==> config.mk <==
export PLATFORM = sky130hd
export DESIGN_NAME = snake_input_ctrl
export DESIGN_NICKNAME = d
export VERILOG_FILES = /design/src/rtl/snake_input_ctrl.sv
export SDC_FILE = /design/constraint.sdc
export NUM_CORES = 1
export LEC_CHECK = 0
export CORE_ASPECT_RATIO = 0.8
export CORE_MARGIN = 4
export CORE_UTILIZATION = 30
export CTS_CLUSTER_DIAMETER = 120
export DETAILED_ROUTE_END_ITERATION = 6
export PLACE_DENSITY = 0.44
export SLEW_MARGIN = 0
export SYNTH_ARGS = -nofsm -noshare
export SYNTH_HDL_FRONTEND = slang
export SYNTH_SLANG_ARGS = --single-unit
export TNS_END_PERCENT = 100
==> constraint.sdc <==
create_clock -name iCLK -period 3.95 [get_ports iCLK]
set_input_delay 0.79 -clock iCLK [delete_from_list [all_inputs] [get_ports iCLK]]
set_output_delay 0.79 -clock iCLK [all_outputs]
set_load 0.005 [all_outputs]
==> src/rtl/snake_input_ctrl.sv <==
// Button synchroniser/debouncer, turn filter and move-tick generator for the snake game.
// Define SNAKE_TURN_QUEUE_EN for a 2-entry turn FIFO; otherwise a single pending turn is kept.
module snake_input_ctrl #(
    parameter int unsigned DEBOUNCE_CYC = 250000,
    parameter int unsigned DB_W         = 18,
    parameter int unsigned TICK_CYC     = 2500000,
    parameter int unsigned TICK_W       = 22
) (
    input  logic       iCLK,
    input  logic       iRST_N,
    input  logic       iUpButton,
    input  logic       iDownButton,
    input  logic       iLeftButton,
    input  logic       iRightButton,
    input  logic       iEnable,
    output logic [1:0] oDirection,
    output logic       oMoveTick,
    output logic       oOverflow
);

    typedef enum logic [1:0] {
        DIR_DOWN  = 2'b00,
        DIR_RIGHT = 2'b01,
        DIR_LEFT  = 2'b10,
        DIR_UP    = 2'b11
    } dir_t;

    // Bit order: 3 up, 2 down, 1 left, 0 right (also the priority order).
    logic [3:0]      btnRaw;
    logic [3:0]      sync1;
    logic [3:0]      sync2;
    logic [3:0]      dbState;
    logic [DB_W-1:0] dbCnt [4];
    logic [3:0]      dbFlip;
    logic [3:0]      pressEvt;

    logic            candValid;
    logic [1:0]      cand;
    logic [1:0]      refDir;
    logic            legal;

    logic [TICK_W-1:0] tickCnt;
    logic              tickWrap;

    assign btnRaw = {iUpButton, iDownButton, iLeftButton, iRightButton};

    always_comb begin
        dbFlip   = '0;
        pressEvt = '0;
        for (int unsigned i = 0; i < 4; i++) begin
            dbFlip[i]   = (sync2[i] != dbState[i]) && (dbCnt[i] == DB_W'(DEBOUNCE_CYC - 1));
            pressEvt[i] = dbFlip[i] && !dbState[i];
        end
    end

    always_ff @(posedge iCLK or negedge iRST_N) begin
        if (!iRST_N) begin
            sync1   <= '0;
            sync2   <= '0;
            dbState <= '0;
            for (int unsigned i = 0; i < 4; i++) dbCnt[i] <= '0;
        end else begin
            sync1 <= btnRaw;
            sync2 <= sync1;
            for (int unsigned i = 0; i < 4; i++) begin
                if (sync2[i] == dbState[i]) begin
                    dbCnt[i] <= '0;
                end else if (dbFlip[i]) begin
                    dbCnt[i]   <= '0;
                    dbState[i] <= ~dbState[i];
                end else begin
                    dbCnt[i] <= dbCnt[i] + DB_W'(1);
                end
            end
        end
    end

    always_comb begin
        candValid = |pressEvt;
        cand      = DIR_RIGHT;
        if (pressEvt[3])      cand = DIR_UP;
        else if (pressEvt[2]) cand = DIR_DOWN;
        else if (pressEvt[1]) cand = DIR_LEFT;
    end

    assign tickWrap = iEnable && (tickCnt == TICK_W'(TICK_CYC - 1));

    always_ff @(posedge iCLK or negedge iRST_N) begin
        if (!iRST_N) begin
            tickCnt   <= '0;
            oMoveTick <= 1'b0;
        end else begin
            oMoveTick <= tickWrap;
            if (!iEnable || tickWrap) tickCnt <= '0;
            else                      tickCnt <= tickCnt + TICK_W'(1);
        end
    end

`ifdef SNAKE_TURN_QUEUE_EN
    logic [1:0] q0;
    logic [1:0] q1;
    logic [1:0] qCount;
    logic       pop;

    assign pop = tickWrap && (qCount != 2'd0);

    always_comb begin
        refDir = oDirection;
        if (qCount == 2'd1)      refDir = q0;
        else if (qCount == 2'd2) refDir = q1;
        legal = candValid && (cand != refDir) && ((cand ^ refDir) != 2'b11);
    end

    // q0 is the head; a simultaneous pop+push shifts and refills so the count holds.
    always_ff @(posedge iCLK or negedge iRST_N) begin
        if (!iRST_N) begin
            q0         <= '0;
            q1         <= '0;
            qCount     <= '0;
            oDirection <= DIR_RIGHT;
            oOverflow  <= 1'b0;
        end else begin
            oOverflow <= legal && !pop && (qCount == 2'd2);
            if (pop) oDirection <= q0;
            case ({pop, legal})
                2'b10: begin
                    q0     <= q1;
                    qCount <= qCount - 2'd1;
                end
                2'b01: begin
                    if (qCount == 2'd0) begin
                        q0     <= cand;
                        qCount <= 2'd1;
                    end else if (qCount == 2'd1) begin
                        q1     <= cand;
                        qCount <= 2'd2;
                    end
                end
                2'b11: begin
                    if (qCount == 2'd1) begin
                        q0 <= cand;
                    end else begin
                        q0 <= q1;
                        q1 <= cand;
                    end
                end
                default: ;
            endcase
        end
    end
`else
    logic [1:0] pend;
    logic       pendValid;

    always_comb begin
        refDir = oDirection;
        legal  = candValid && (cand != refDir) && ((cand ^ refDir) != 2'b11);
    end

    // A press landing on the tick edge becomes the next pending turn.
    always_ff @(posedge iCLK or negedge iRST_N) begin
        if (!iRST_N) begin
            pend       <= '0;
            pendValid  <= 1'b0;
            oDirection <= DIR_RIGHT;
        end else begin
            if (tickWrap && pendValid) begin
                oDirection <= pend;
                pendValid  <= 1'b0;
            end
            if (legal) begin
                pend      <= cand;
                pendValid <= 1'b1;
            end
        end
    end

    assign oOverflow = 1'b0;
`endif

endmodule
After elaboration in Yosys (flattened, before gate mapping). Index checks and enable logic that the tools add are counted. Widths: inputs -> output; s select.

Add/subtract/negate cells: 5. Eq/ne operators: 15. Muxes and demuxes: 14. Bitwise gates (word level): 9. Reduce and logical (&&, ||, !) cells: 24.

Operators by type and width (number): $mux 18 (8); $add 18x1->18 const B (4); $eq 18x18->1 const B (4); $add 22x1->22 const B (1); $eq 22x22->1 const B (1); $mux 22 (1); $logic_and 1x1->1 (12); $not 1->1 (8); $reduce_and 2->1 (4); $mux 2 (3); $logic_not 1->1 (5); $eq 1x1->1 (4); $ne 1x1->1 (4); $reduce_or 4->1 (1); $mux 1 (2); $ne 2x2->1 (1); $ne 2x2->1 const B (1); $reduce_bool 2->1 (1); $xor 2x2->2 (1); $logic_or 1x1->1 (1).

Register bits: 112. Logic and storage cells: 82.

Longest topological paths before layout.
Depth in word-level cells: 10. Gate-level depth with buffers: 8. Gate-level depth less buffers: 6.

Least setup slack after synthesis. Ideal clock, no wire load.

Kind: register to register. Start point: reg dbCnt[0] (netlist bit). End point: reg pend[1]. Library setup time: 0.069 ns. Arrival time: 1.673 ns. Setup slack: 2.208 ns. Cell stages (with the launch flop): 8. Buffers on the path: 1. Clock period less this slack: 1.742 ns. Path through: dfrtp_1 > ha_1 > and3_1 > and4_1 > clkbuf_1 > a32o_1 > o221a_1 > nand3_1.

Word-level cells in the longest chain between the ends: 7.

RTL lines: start, declared (RTL line 33) `logic [DB_W-1:0] dbCnt [4];`; start signal, assigned by index (RTL line 72) `dbCnt[i] <= dbCnt[i] + DB_W'(1);`; $eq 18x18->1 (*) (RTL line 51) `dbFlip[i] = (sync2[i] != dbState[i]) && (dbCnt[i] == DB_W'(DEBOUNCE_CYC - 1));`; $logic_and 1x1->1 (*) (RTL line 51); $logic_and 1x1->1 (*) (RTL line 52) `pressEvt[i] = dbFlip[i] && !dbState[i];`; $mux 2 (RTL line 81) `if (pressEvt[3]) cand = DIR_UP;`; $xor 2x2->2 or $ne 2x2->1 (tied branches) (RTL line 157) `legal = candValid && (cand != refDir) && ((cand ^ refDir) != 2'b11);`; $ne 2x2->1 or $logic_and 1x1->1 (tied branches) (RTL line 157); $logic_and 1x1->1 (RTL line 157); end signal, assigned (RTL line 172) `pend <= cand;`; end, declared (RTL line 152) `logic [1:0] pend;`.

Mark *: on every way between the ends. The rest lies on a longest branch, timed or not. A chain may end at the register's enable or synchronous reset.

Worst setup path after layout.
Start point: reg oDirection[0]. End point: out oDirection[0].

RTL lines: start, declared (RTL line 16) `output logic [1:0] oDirection,`; start signal, assigned (RTL line 168) `oDirection <= pend;`.

No word-level cell between the ends.

==> results by group <==
Logic synthesis
  – Fraction of synthesis flops using an asynchronous set or reset pin: 100%
  – Post-synth EDFFs: 0
  – Post-synth top area cell: dfrtp_1
  – Number of cells produced by synthesis: 530
  – Area share of the largest cell type after synthesis: 50.7%
  – Share of synthesized area occupied by flip-flops and latches: 51.2%
  – Syn nets: 542
  – Post-synth design cell area: 5480 sq um
  – Cells taking the most area after synthesis: dfrtp_1 51%, xnor2_1 9.6%, nor2_1 6.8%
  – Average cell area after synthesis: 10.3 sq um
  – Flops & latches, synth: ~110
  – Prevailing post-synth register cell: dfrtp_1
  – Syn. warnings: 0
  – Count of unique library cells instantiated by Yosys: 53

Die
  – Placement Rows: 43
  – Core Footprint: around 18,000 sq um
  – Number of top-level pins: 11
  – Die ar.: between 20,000 and 25,000 sq um
  – Initial Utilization: 31.1%
  – Floorplan die width: 159 um
  – Die span in y: between 100 and 150 um

STA
  – Share of the cycle needed by the critical path after routing: between 50% and 60%
  – Actual transition at the worst max-transition pin: 811 ps
  – Total count of max-transition violations in the final report: 0
  – Worst-case clock skew: about 7.6 ps
  – Number of hold violations in the final report: 0
  – Max-slew headroom: about 46%
  – Period minus WS final: 2250 ps
  – Final setup viols: 0
  – Final setup TNS: 0 ps
  – Post-Route Hold Slack: 351 ps
  – RSZ-0062 raised after global routing: false
  – Upper clock frequency limit: 444 MHz

Power
  – Leak: ~2.5 nW
  – Net switching power: roughly 0.51 mW
  – Pwr per Cell Area: 360 nW/um^2
  – Worst IR Drop VDD: 0.174 mV
  – Part of the power in combinational logic: 3.4%
  – Relative contribution of the clock network to total power: 43.0%
  – Part of the power in registers: 53.6%
  – Switch share: 23.2%
  – Internal power: 1.68 mW

Placed design
  – IO Port Bufs: 9
  – Area of placed instances: 5780 sq um
  – HPWL after detailed placement: 6780 um
  – Final weighted congestion in routability-driven placement: 0.758

GRT
  – Antenna violations before repair: 0
  – Remaining Overflow, GRT: 0
  – First-pass GRT wire length: approximately 18,000 um
  – Vias in the first global route: 3,583
  – Maximum number of pins on one net before global-route repair: slightly above 60
  – Gr usage total: 10.9%

Setup path
  – Worst Path Buf+Inv: 1
  – Worst setup endpoint: oDirection[0]
  – Cell depth of the worst setup path: 1
  – Crit-path slowest cell: dfstp_2
  – Data arrival time of the worst path: 1460 ps
  – Worst setup path startpoint: oDirection[0]
  – CP Class: register to output port
  – Largest fanout of any net on the critical path: 4
  – Reg-to-reg critical path startpoint: tickCnt[5]
  – Endpoint required time on the critical path: 3160 ps
  – Kind of cell adding the most delay to the critical path: flip-flops
  – Terminus of the critical flop-to-flop path: tickCnt[5]
  – Critical Path End Type: output port
  – Delay contributed by the slowest stage of the critical path: between 500 and 600 ps
  – Kind of start point of the critical path: register
  – R2r setup slk: 1740 ps
  – List of cells traversed by the critical path: clkdlybuf4s50_1
  – Worst reg2reg path depth: 5

Clocking
  – Post-CTS Hold Fix Bufs: 0
  – Post-CTS resize count: 0
  – Sinks on Clock Net: 112
  – Maximum clock insertion buffer count: 2
  – Clock slew at the register clock pins of the worst setup and hold paths: 80 ps
  – Clock latency at the later pin of the worst-skew pair: 360 ps
  – H-tree levels: 3
  – CTS tree: yes
  – Buffer type at the clock tree root: clkbuf_16
  – Setup fix buffers added after clock tree synthesis: 0
  – Total CTS buffers: 9

Drt
  – Remaining number of nets flagged by the antenna check after routing: 0
  – Drt pass-1 iters: 4
  – Number of design rule violations left after detail routing: 0
  – Number of vias per cell: ~4.7
  – Routed wire per std cell: 13.3 um
  – Overall routed net length: 10,300 um
  – Total via count after detailed routing: 3,606
  – Number of design-rule violations left by the first detailed-router iteration: 133

Cells and area
  – Number of nets in the finished design: 552
  – Most used cells in the layout excluding fill and tap cells: 111 x dfrtp_1, 100 x nor2_1, 60 x xnor2_1
  – Final design area excluding fillers: 6090 sq um
  – Fraction of final layout cells sized beyond drive strength 1: 10.3%
  – Filler Cells Inserted: 1,808
  – Most common cell after layout, fill and taps aside: dfrtp_1
  – Diodes inserted: 0
  – Layout area overhead: 11.1%

Job
  – Max-Cap Viols: 0

Status
  – Result of the run: finished clean

Min path
  – Path type of the worst min-delay path: register to register
[flip-flops by register name (all words and copies together) (netlist names)]
register / count
dbCnt: 72
dbState: 4
oDirection: 2
oMoveTick: 1
pend: 2
pendValid: 1
sync1: 4
sync2: 4
tickCnt: 22
[layer usage]
layer	vias up	routed length (um)	share of wire (%)	global-route usage [%]
met5	-	0	0	0
met4	0	138	1.3	3.21
met3	11	246	2.4	2.79
met2	32	4260	42	15.9
met1	1755	5610	55	15.9
li1	1808	-	-	-
[cell usage after synthesis (2+ instances only)]
cell type  count
nand2_4        2
o211ai_1       2
a21o_1         2
mux2_4         2
nor3_1        17
and4_1         8
nor4_1         3
nand2_1       26
nor3_4         2
xor2_1        29
inv_1         18
nand2b_1       3
nor3_2         4
buf_2          5
xnor2_1       60
ha_1           5
nand4b_1       3
nand2_2        2
or4_4          3
or3_1          3
nand4_1       14
nor4bb_1       3
nand3_1       33
nor4b_1        6
nor4_2         4
buf_6          2
nor2_1       100
mux2_2         4
nor2_2        11
and3_1        18
dfrtp_1      111
buf_4          2
and2_1         3
[power groups by stage]
stage | registers (mW) | clock network [mW] | logic, mW
5_1_grt | 1.18 | 1.03 | 0.0878
3_3_place_gp | 1.20 | 0 | 0.0757
3_5_place_dp | 1.20 | 0 | 0.0773
4_1_cts | 1.17 | 0.991 | 0.0779
2_1_floorplan | 1.19 | 0 | 0.0416
6_report | 1.17 | 0.942 | 0.0737
[metrics by stage]
step | worst slack [ps] | power, mW | std cells | util, %
4_1_cts | 1640 | 2.24 | 770 | 34.5
5_1_grt | 1420 | 2.29 | 770 | 34.5
3_5_place_dp | 1730 | 1.28 | 754 | 32.8
3_3_place_gp | 1780 | 1.27 | 754 | 32.8
2_1_floorplan | 2210 | 1.24 | 530 | -
6_report | 1700 | 2.19 | 770 | 34.5
[worst min path at each step]
stage / startpoint / end / slack [ps] / cells after the start
finish: sync1[3] / sync2[3] / 350 / 0
global route: sync1[3] / sync2[3] / 370 / 0
CTS: sync1[0] / sync2[0] / 350 / 0
detailed placement: sync1[0] / sync2[0] / 340 / 0
global placement: sync1[2] / sync2[2] / 330 / 0
floorplan: sync1[0] / sync2[0] / 330 / 0
[final cells by class]
class / instances / area, sq um / share of cell area (%)
multi-input combinational: 389 / 2520 / 41.4
sequential: 112 / 2800 / 46.0
inverter: 18 / 67.6 / 1.11
tap: 225 / 282 / 4.62
clock inverter: 7 / 80.1 / 1.31
timing repair buffer: 10 / 108 / 1.77
clock buffer: 9 / 225 / 3.70
[cells by family (layout without fill, tap and decap cells)]
logic type	after synthesis	in the layout	share of synthesized area, %
AOI/OAI and AO/OA	14	14	2.10
xor gates and xnor gates	89	89	14.2
adders and majority gates	5	5	1.14
buffers and inverters	29	44	2.81
DFF	112	112	51.2
muxes	6	6	1.37
other	1	1	0.0684
and+or+nand+nor	274	274	27.1
No activity file was read; power rests on OpenSTA's default activity.
